<file path="src/rtl/nic_pkg.sv">
// nic_pkg: shared definitions for the NIC host agent.
//   - nic_state_t  : host-agent FSM state encoding
//   - nic_turn_t   : RX/TX arbitration token
//   - NIC_ADDR_*   : fixed NIC register map
//   - nic_access_t / access_for_state : NIC bus request issued in each state
package nic_pkg;

    typedef enum logic [2:0] {
        S_IDLE    = 3'd0,
        S_RX_STAT = 3'd1,
        S_RX_CHK  = 3'd2,
        S_RX_RD   = 3'd3,
        S_RX_CAP  = 3'd4,
        S_TX_STAT = 3'd5,
        S_TX_CHK  = 3'd6,
        S_TX_WR   = 3'd7
    } nic_state_t;

    typedef enum logic {
        TURN_RX = 1'b0,
        TURN_TX = 1'b1
    } nic_turn_t;

    localparam logic [1:0] NIC_ADDR_RX_BUF  = 2'b00;
    localparam logic [1:0] NIC_ADDR_RX_STAT = 2'b01;
    localparam logic [1:0] NIC_ADDR_TX_BUF  = 2'b10;
    localparam logic [1:0] NIC_ADDR_TX_STAT = 2'b11;

    typedef struct packed {
        logic       en;
        logic       wr;
        logic [1:0] addr;
    } nic_access_t;

    // Bus request presented to the NIC while the FSM sits in state s.
    function automatic nic_access_t access_for_state(input nic_state_t s);
        nic_access_t acc;
        acc = '{en: 1'b0, wr: 1'b0, addr: 2'b00};
        case (s)
            S_RX_STAT: acc = '{en: 1'b1, wr: 1'b0, addr: NIC_ADDR_RX_STAT};
            S_RX_RD:   acc = '{en: 1'b1, wr: 1'b0, addr: NIC_ADDR_RX_BUF};
            S_TX_STAT: acc = '{en: 1'b1, wr: 1'b0, addr: NIC_ADDR_TX_STAT};
            S_TX_WR:   acc = '{en: 1'b1, wr: 1'b1, addr: NIC_ADDR_TX_BUF};
            default:   acc = '{en: 1'b0, wr: 1'b0, addr: 2'b00};
        endcase
        return acc;
    endfunction

endpackage

</file>
<file path="src/rtl/sync_fifo.sv">
// sync_fifo: single-clock FIFO used as the host transmit queue.
// Pointers carry one extra MSB so full and empty are distinguished
// without a separate occupancy counter.
//   i_clk, i_rst_n      : clock, async active-low reset (pointers only)
//   i_push, i_push_data : write request (ignored when full)
//   i_pop               : drop head entry (ignored when empty)
//   o_head              : current head entry
//   o_full, o_empty     : occupancy flags
// DEPTH must be a power of two, at least 2.
module sync_fifo #(
    parameter int WIDTH = 64,
    parameter int DEPTH = 4
) (
    input  logic             i_clk,
    input  logic             i_rst_n,
    input  logic             i_push,
    input  logic [WIDTH-1:0] i_push_data,
    input  logic             i_pop,
    output logic [WIDTH-1:0] o_head,
    output logic             o_full,
    output logic             o_empty
);

    localparam int AW = $clog2(DEPTH);
    localparam logic [AW:0] PTR_ONE = 1;

    logic [AW:0]      r_wr_ptr;
    logic [AW:0]      r_rd_ptr;
    logic [WIDTH-1:0] r_mem [DEPTH];
    logic             w_push;
    logic             w_pop;

    assign o_empty = (r_wr_ptr == r_rd_ptr);
    assign o_full  = (r_wr_ptr[AW] != r_rd_ptr[AW]) &&
                     (r_wr_ptr[AW-1:0] == r_rd_ptr[AW-1:0]);

    // A full queue refuses pushes even when a pop frees a slot this cycle.
    assign w_push = i_push && !o_full;
    assign w_pop  = i_pop && !o_empty;
    assign o_head = r_mem[r_rd_ptr[AW-1:0]];

    always_ff @(posedge i_clk or negedge i_rst_n) begin
        if (!i_rst_n) begin
            r_wr_ptr <= '0;
            r_rd_ptr <= '0;
        end else begin
            if (w_push) r_wr_ptr <= r_wr_ptr + PTR_ONE;
            if (w_pop)  r_rd_ptr <= r_rd_ptr + PTR_ONE;
        end
    end

    // Storage needs no reset: entries are only visible between the pointers.
    always_ff @(posedge i_clk) begin
        if (w_push) r_mem[r_wr_ptr[AW-1:0]] <= i_push_data;
    end

endmodule

</file>
<file path="src/rtl/nic_host_agent.sv">
// nic_host_agent: bridges a host packet interface to a polled NIC
// register interface, alternating between draining the NIC receive
// buffer and pushing queued host packets into the NIC transmit buffer.
//
// Ports
//   clk, reset          : rising-edge clock, async active-low reset
//   tx_valid/tx_data    : host offers a packet (accepted when tx_ready)
//   tx_ready            : transmit queue not full
//   rx_valid/rx_data    : received packet held for the host
//   rx_ready            : host consumes rx_data
//   addr, d_in          : NIC register select and write data
//   d_out               : NIC read data, valid the cycle after a read
//   nicEn, nicEnWR      : NIC access enable, 1 = write / 0 = read
//   tx_count, rx_count  : packets written to / read from the NIC (wrap)
//
// state     | meaning
// ----------+---------------------------------------------------------
// S_IDLE    | arbitrate between RX poll and TX send
// S_RX_STAT | read NIC rx status
// S_RX_CHK  | inspect rx status (d_out[0] = packet available)
// S_RX_RD   | read NIC rx buffer
// S_RX_CAP  | rx buffer data on d_out; load holding register
// S_TX_STAT | read NIC tx status
// S_TX_CHK  | inspect tx status (d_out[0] = NIC tx buffer full)
// S_TX_WR   | write queue head into NIC tx buffer
module nic_host_agent #(
    parameter int PACKET_WIDTH = 64,
    parameter int TXQ_DEPTH    = 4
) (
    input  logic                    clk,
    input  logic                    reset,
    input  logic                    tx_valid,
    input  logic [PACKET_WIDTH-1:0] tx_data,
    output logic                    tx_ready,
    output logic                    rx_valid,
    output logic [PACKET_WIDTH-1:0] rx_data,
    input  logic                    rx_ready,
    output logic [1:0]              addr,
    output logic [PACKET_WIDTH-1:0] d_in,
    input  logic [PACKET_WIDTH-1:0] d_out,
    output logic                    nicEn,
    output logic                    nicEnWR,
    output logic [15:0]             tx_count,
    output logic [15:0]             rx_count
);

    import nic_pkg::*;

    nic_state_t              r_state;
    nic_state_t              w_state_nxt;
    nic_turn_t               r_turn;
    nic_turn_t               w_turn_nxt;
    nic_access_t             w_acc_nxt;

    logic                    r_nic_en;
    logic                    r_nic_wr;
    logic [1:0]              r_addr;
    logic [PACKET_WIDTH-1:0] r_d_in;
    logic                    r_rx_valid;
    logic [PACKET_WIDTH-1:0] r_rx_data;
    logic [15:0]             r_tx_count;
    logic [15:0]             r_rx_count;

    logic                    w_pop;
    logic                    w_rx_capture;
    logic                    w_q_full;
    logic                    w_q_empty;
    logic [PACKET_WIDTH-1:0] w_q_head;

    sync_fifo #(
        .WIDTH (PACKET_WIDTH),
        .DEPTH (TXQ_DEPTH)
    ) u_txq (
        .i_clk       (clk),
        .i_rst_n     (reset),
        .i_push      (tx_valid),
        .i_push_data (tx_data),
        .i_pop       (w_pop),
        .o_head      (w_q_head),
        .o_full      (w_q_full),
        .o_empty     (w_q_empty)
    );

    always_comb begin
        w_state_nxt  = r_state;
        w_turn_nxt   = r_turn;
        w_pop        = 1'b0;
        w_rx_capture = 1'b0;
        case (r_state)
            S_IDLE: begin
                // RX is never polled while the holding register is occupied,
                // so a captured packet cannot be overwritten.
                if (!r_rx_valid && (r_turn == TURN_RX || w_q_empty))
                    w_state_nxt = S_RX_STAT;
                else if (!w_q_empty && (r_turn == TURN_TX || r_rx_valid))
                    w_state_nxt = S_TX_STAT;
            end
            S_RX_STAT: w_state_nxt = S_RX_CHK;
            S_RX_CHK: begin
                if (d_out[0]) begin
                    w_state_nxt = S_RX_RD;
                end else begin
                    w_state_nxt = S_IDLE;
                    w_turn_nxt  = TURN_TX;
                end
            end
            S_RX_RD: w_state_nxt = S_RX_CAP;
            S_RX_CAP: begin
                w_rx_capture = 1'b1;
                w_turn_nxt   = TURN_TX;
                w_state_nxt  = S_IDLE;
            end
            S_TX_STAT: w_state_nxt = S_TX_CHK;
            S_TX_CHK: begin
                if (!d_out[0]) begin
                    // Pop on entry so the head is latched into d_in with
                    // the same edge that raises the write strobe.
                    w_state_nxt = S_TX_WR;
                    w_pop       = 1'b1;
                end else begin
                    w_state_nxt = S_IDLE;
                    w_turn_nxt  = TURN_RX;
                end
            end
            S_TX_WR: begin
                w_turn_nxt  = TURN_RX;
                w_state_nxt = S_IDLE;
            end
            default: w_state_nxt = S_IDLE;
        endcase
        w_acc_nxt = access_for_state(w_state_nxt);
    end

    always_ff @(posedge clk or negedge reset) begin
        if (!reset) begin
            r_state <= S_IDLE;
            r_turn  <= TURN_RX;
        end else begin
            r_state <= w_state_nxt;
            r_turn  <= w_turn_nxt;
        end
    end

    // Bus outputs are registered from the next state so they line up
    // exactly with the state that owns them.
    always_ff @(posedge clk or negedge reset) begin
        if (!reset) begin
            r_nic_en <= 1'b0;
            r_nic_wr <= 1'b0;
            r_addr   <= 2'b00;
            r_d_in   <= '0;
        end else begin
            r_nic_en <= w_acc_nxt.en;
            r_nic_wr <= w_acc_nxt.wr;
            r_addr   <= w_acc_nxt.addr;
            if (w_pop) r_d_in <= w_q_head;
        end
    end

    always_ff @(posedge clk or negedge reset) begin
        if (!reset) begin
            r_rx_valid <= 1'b0;
            r_rx_data  <= '0;
        end else if (w_rx_capture) begin
            r_rx_valid <= 1'b1;
            r_rx_data  <= d_out;
        end else if (r_rx_valid && rx_ready) begin
            r_rx_valid <= 1'b0;
        end
    end

    always_ff @(posedge clk or negedge reset) begin
        if (!reset) begin
            r_tx_count <= '0;
            r_rx_count <= '0;
        end else begin
            if (w_pop)        r_tx_count <= r_tx_count + 16'd1;
            if (w_rx_capture) r_rx_count <= r_rx_count + 16'd1;
        end
    end

    assign tx_ready = !w_q_full;
    assign rx_valid = r_rx_valid;
    assign rx_data  = r_rx_data;
    assign addr     = r_addr;
    assign d_in     = r_d_in;
    assign nicEn    = r_nic_en;
    assign nicEnWR  = r_nic_wr;
    assign tx_count = r_tx_count;
    assign rx_count = r_rx_count;

endmodule

</file>
<file path="config.mk">
export PLATFORM = sky130hd
export DESIGN_NAME = nic_host_agent
export DESIGN_NICKNAME = d
export VERILOG_FILES = /design/src/rtl/nic_pkg.sv /design/src/rtl/sync_fifo.sv /design/src/rtl/nic_host_agent.sv
export SDC_FILE = /design/constraint.sdc
export NUM_CORES = 1
export LEC_CHECK = 0
export CAP_MARGIN = 5
export CORE_ASPECT_RATIO = 2
export CORE_UTILIZATION = 56
export DETAILED_ROUTE_END_ITERATION = 10
export GPL_TIMING_DRIVEN = 0
export PLACE_DENSITY = 0.92
export SLEW_MARGIN = 40
export SYNTH_ARGS = -nofsm -noshare
export SYNTH_HDL_FRONTEND = slang
export SYNTH_SLANG_ARGS = --single-unit
</file>
<file path="constraint.sdc">
create_clock -name clk -period 9.8 [get_ports clk]
set_clock_uncertainty 0.2 [all_clocks]
set_input_delay 1.47 -clock clk [delete_from_list [all_inputs] [get_ports clk]]
set_output_delay 1.47 -clock clk [all_outputs]
set_load 0.1 [all_outputs]
</file>
==> impl_metrics.toml, run 1 <==
[outcome]
outcome = "finished clean"

[floorplan]
start_util = 0.571
die_h_um = 242
io_pins = 298
rows = 87
core_um2 = 28200
die_x_um = 122
dieArea_um2 = 29500

[sta]
setup-violations-final = 0
slew-limit-headroom = 0.569
grt_setup_unrepaired = "false"
hold_viol_final = 0
period_share = 0.387
fmax_mhz = 264
worst_pin_slew_ps = 646
setup_tns_ps = 0
report.final.slew_viol_count = 0
fin_crit_ps = 3790

[clocking]
cts_resized = 0
clk_latency_ps = 520
cts_tree = "yes"
numCtsBuffers = 36
cts_setup_buffers = 0
clkSinkCount = 430
hold_buffers = 0
path_clk_slew_ps = 70
cts_max_path_buffers = 3
h-tree-depth = 2
root_buffer = "clkbuf_16"

[final_layout]
syn2layout_area_growth_pct = 24.3
drive_gt1_frac = 0.298
final_cells = 1652
final_net_count = 1407

[critical_path]
regToRegStartpoint = "u_txq.r_rd_ptr[1]$_DFFE_PN0P_"
required_ps = 8130
path_class = "flip-flop to output pin"
crit_chain = "xor2_1 > or3_1 > clkbuf_1 > buf_2"
slowest_delay_ps = 480
r2r_end = "u_txq.r_mem[1][47]$_DFFE_PP_"
critPathCaptureType = "output pin"
r2r_slack_ps = 7260
cp_num_buf_inv = 2
cp-endpoint = "tx_ready"
arrival_ps = 2120
crit_start = "u_txq.r_rd_ptr[1]$_DFFE_PN0P_"
cp.depth = 4
start_kind = "flip-flop"
cpLargestDelayFamily = "buffers and inverters"
reg2reg_depth = 5
path_max_fanout = 6
crit_slowest_cell = "buf_2"

[logic_synthesis]
synth-xor-area-share = 0.0218
synth_seq_cells = 430
syn_area_per_cell_um2 = 17.4
synth_nets = 1066
yosysMostFrequentCell = "edfxtp_1"
synth_area_leaders = "edfxtp_1, dfrtp_1, mux4_2, nand2_1, mux2_2"
synth-compound-area-share = 0.00350
yosys.area.top_type = "edfxtp_1"
synth-simple-area-share = 0.0693
ys.flop_type = "edfxtp_1"
synth-seq-area-share = 0.748
yosysTopAreaCellShare = 0.477
async_flop_share = 0.405
synth.area.mux_share = 0.138
ys_types = 37
synth_edf_count = 256
synth_commonest_cells = "edfxtp_1, nand2_1, dfrtp_1"
syn_area_um2 = 16100
syn_inst = 927
synthAdderAreaFrac = 0.00544
yosysWarningCount = 0
synth_top_family_by_area = "multiplexers"

[drt]
wire_per_inst_um = 20.8
via_count = 9004
drtPass1Iterations = 4
drt-vias-per-instance = 5.45
ant_nets = 0
wl_um = 34400
drc = 0
first_iter_violations = 442

[global_route]
first_global_vias = 9877
antenna_found_initial = 2
grt_overflow = 0
track_usage = 0.241
grt_max_degree = 69
grt_pass1_wl_um = 53100

[placement]
dp_hpwl_um = 23600
portBuffers = 297
place_inst = 1586
place.gp.congestion = 0.800

[flow_run]
maxCapViolCount = 0

[hold_path]
hp-class = "flip-flop to flip-flop"
per-stage QoR:
step / area (um^2) / utilization / setup WS (ps) / hold slack, ps
floorplan: 16100 / - / 5780 / 298
global placement: 19500 / 0.692 / -237 / 258
detailed placement: 18900 / 0.669 / 5840 / 257
CTS: 20000 / 0.710 / 5970 / 273
global route: 20000 / 0.710 / 5940 / 283
finish: 20000 / 0.710 / 6010 / 268
cell usage in the layout (no fill, tap or decap), types with 4 or more instances in the layout:
master / synthesis / layout
nand4_1: 9 / 9
xnor2_1: 28 / 28
mux2_4: 8 / 8
nand3_1: 12 / 12
clkbuf_1: 15 / 19
ha_1: 7 / 7
and3_4: 0 / 4
inv_1: 6 / 6
mux4_2: 64 / 64
nor2_1: 9 / 9
nand2_1: 209 / 209
bufinv_16: 0 / 4
buf_2: 18 / 184
dfrtp_1: 174 / 174
edfxtp_1: 256 / 256
buf_12: 0 / 4
clkbuf_16: 0 / 37
mux2_2: 59 / 59
clkinv_1: 1 / 9
xor2_1: 12 / 12
clkinv_2: 0 / 7
clkdlybuf4s50_1: 0 / 130
worst min path at each step:
| stage | to | start | cells after the start | slack, ps |
|---|---|---|---|---|
| finish | d_in[53]$_DFFE_PN0P_ | d_in[53]$_DFFE_PN0P_ | 2 | 270 |
| global route | tx_count[15]$_DFFE_PN0P_ | tx_count[15]$_DFFE_PN0P_ | 1 | 280 |
| CTS | d_in[48]$_DFFE_PN0P_ | d_in[48]$_DFFE_PN0P_ | 2 | 270 |
| detailed placement | d_in[48]$_DFFE_PN0P_ | d_in[48]$_DFFE_PN0P_ | 2 | 260 |
| global placement | d_in[46]$_DFFE_PN0P_ | d_in[46]$_DFFE_PN0P_ | 2 | 260 |
| floorplan | u_txq.r_wr_ptr[2]$_DFFE_PN0P_ | u_txq.r_wr_ptr[2]$_DFFE_PN0P_ | 1 | 300 |
flip-flops by register name (all words and copies together), names as in the netlist:
| signal | cells |
|---|---|
| nicEnWR | 1 |
| d_in | 64 |
| nicEn | 1 |
| rx_count | 16 |
| rx_data | 64 |
| r_turn | 1 |
| tx_count | 16 |
| addr | 2 |
| rx_valid | 1 |
| r_state | 2 |
| u_txq.r_wr_ptr | 3 |
| u_txq.r_mem | 256 |
| u_txq.r_rd_ptr | 3 |
layer usage:
metal | track usage | vias to the layer above | wire, um
li1 | - | 4069 | -
met1 | 0.259 | 4543 | 11800
met2 | 0.449 | 320 | 19300
met3 | 0.0382 | 72 | 1880
met4 | 0.116 | 0 | 1440
met5 | 0 | - | 0
worst reg2reg max path: stages, from the launching register on:
cell	delay, ps
dfrtp_1	460
xor2_1	290
or3_1	160
clkbuf_1	200
and3_4	580
buf_12	330
cell type report:
cell class / count / area [um^2]
clock inverter: 22 / 208
fill: 1779 / 8180
timing repair buffer: 303 / 2280
clock buffer: 42 / 955
tap: 356 / 445
multi-input combinational: 450 / 3860
sequential: 430 / 12000
antenna: 2 / 5.00
buffer: 40 / 199
inverter: 7 / 26.3
kinds of logic after synthesis:
logic type,after synthesis
flops,430
simple gates,263
mux,131
buf+inv,47
xor+xnor,40
compound gates,9
fa+ha+maj,7
Power of run 1 is not shown: default switching activity piles up to over one toggle a cycle in this logic, so the estimate is an artifact.
==> inputs of run 2 (changes only) <==
--- a/config.mk
+++ b/config.mk
@@ -7,10 +7,10 @@
 export LEC_CHECK = 0
 export CAP_MARGIN = 5
 export CORE_ASPECT_RATIO = 2
-export CORE_UTILIZATION = 56
+export CORE_UTILIZATION = 47
 export DETAILED_ROUTE_END_ITERATION = 10
 export GPL_TIMING_DRIVEN = 0
-export PLACE_DENSITY = 0.92
+export PLACE_DENSITY = 0.83
 export SLEW_MARGIN = 40
 export SYNTH_ARGS = -nofsm -noshare
 export SYNTH_HDL_FRONTEND = slang
==> constraint.sdc (replaced) <==
create_clock -name clk -period 3.15 [get_ports clk]
set_clock_uncertainty 0.2 [all_clocks]
set_input_delay 0.4725 -clock clk [delete_from_list [all_inputs] [get_ports clk]]
set_output_delay 0.4725 -clock clk [all_outputs]
set_load 0.1 [all_outputs]
==> impl_metrics.toml, run 2 (same netlist as run 1, synthesis figures left out) <==
[critical_path]
start_kind = "flip-flop"
path_max_fanout = 6
arrival_ps = 2070
critPathCaptureType = "output pin"
regToRegStartpoint = "nicEn$_DFF_PN0_"
r2r_end = "d_in[40]$_DFFE_PN0P_"
slowest_delay_ps = 500
path_class = "flip-flop to output pin"
required_ps = 2480
crit_slowest_cell = "buf_2"
r2r_slack_ps = 740
crit_chain = "xor2_1 > or3_1 > clkbuf_1 > buf_2"
reg2reg_depth = 7

[placement]
portBuffers = 297
place.gp.congestion = 0.831
dp_hpwl_um = 24100
place_inst = 1670

[global_route]
track_usage = 0.200
antenna_found_initial = 6
grt_max_degree = 68
grt_overflow = 0
grt_pass1_wl_um = 52900
first_global_vias = 9670

[clocking]
path_clk_slew_ps = 70
cts_tree = "yes"
h-tree-depth = 2
clkSinkCount = 430
cts_resized = 0
cts_setup_buffers = 0
numCtsBuffers = 37
cts_max_path_buffers = 3
root_buffer = "clkbuf_16"
clk_latency_ps = 530
hold_buffers = 1

[floorplan]
start_util = 0.479
dieArea_um2 = 35100
core_um2 = 33600
die_x_um = 133
io_pins = 298
rows = 95
die_h_um = 264

[drt]
first_iter_violations = 367
wl_um = 34300
wire_per_inst_um = 19.7
ant_nets = 0
via_count = 8974
drt-vias-per-instance = 5.14
drtPass1Iterations = 4
drc = 0

[final_layout]
utilization = 0.604
largest_register_ffs = 256
fillers = 2522
final_common_cell = "edfxtp_1"
syn2layout_area_growth_pct = 26.2
final_cell_mix = "edfxtp_1, nand2_1, buf_2"
final_cells = 1745
drive_gt1_frac = 0.306
final_net_count = 1413

[sta]
hold_viol_final = 0
fmax_mhz = 365
report.final.slew_viol_count = 0
worst_pin_slew_ps = 677
period_share = 0.869
fin_hold_ws_ps = 266
fin_crit_ps = 2740
grt_setup_unrepaired = "false"
slew-limit-headroom = 0.549
setup-violations-final = 0

[hold_path]
min_path_cells = 2
hp-class = "flip-flop to flip-flop"
min-delay-start = "d_in[13]$_DFFE_PN0P_"
holdPathEnd = "d_in[13]$_DFFE_PN0P_"

[outcome]
outcome = "finished clean"

[flow_run]
maxCapViolCount = 0
==> run 2: changes by cell type in the layout (fill, tap and decap cells not counted), sizes merged <==
cell and change:
buf +4, clkbuf +4, diode +4, clkinv -3, inv +3, dlygate4sd3 +1
==> run 2: final cells by class <==
cell class / instances / area [um^2] / area share
sequential: 430 / 12000 / 0.592
multi-input combinational: 450 / 3860 / 0.190
timing repair buffer: 308 / 2370 / 0.117
clock buffer: 46 / 1030 / 0.0508
tap: 436 / 546 / 0.0268
clock inverter: 22 / 239 / 0.0118
buffer: 40 / 199 / 0.00979
inverter: 7 / 26.3 / 0.00129
antenna: 6 / 15.0 / 0.000739
==> run 2: per-stage QoR <==
| stage | setup TNS (ps) | setup WS (ps) | instance area [um^2] |
|---|---|---|---|
| 2_1_floorplan | -32370 | -169 | 16100 |
| 3_3_place_gp | -1071710 | -6140 | 19600 |
| 3_5_place_dp | 0 | 78.9 | 19000 |
| 4_1_cts | 0 | 351 | 20300 |
| 5_1_grt | 0 | 262 | 20300 |
| 6_report | 0 | 411 | 20300 |
==> run 2: worst max-delay path, delay by kind of cell (launching register included) <==
kind | cells | cell delay (ps)
xor gates and xnor gates | 1 | 250
buffers and inverters | 2 | 720
DFF | 1 | 440
and+or+nand+nor | 1 | 140
==> run 2: how the worst max path moves through the flow <==
stage	start	end	slack (ps)
floorplan	u_txq.r_wr_ptr[0]$_DFFE_PN0P_	u_txq.r_mem[1][0]$_DFFE_PP_	-170
global placement	reset	rx_data[49]$_DFFE_PN0P_	-6140
detailed placement	d_out[0]	d_in[40]$_DFFE_PN0P_	80
CTS	u_txq.r_rd_ptr[1]$_DFFE_PN0P_	tx_ready	350
global route	u_txq.r_wr_ptr[0]$_DFFE_PN0P_	tx_ready	260
finish	u_txq.r_rd_ptr[1]$_DFFE_PN0P_	tx_ready	410
==> run 2: layer usage <==
| layer | wire [um] | up-vias | GRT usage |
|---|---|---|---|
| li1 | - | 4084 | - |
| met1 | 12400 | 4510 | 0.218 |
| met2 | 18800 | 300 | 0.369 |
| met3 | 1640 | 80 | 0.0313 |
| met4 | 1470 | 0 | 0.104 |
| met5 | 0 | - | 0 |
Power of run 2 is left out for the same reason.
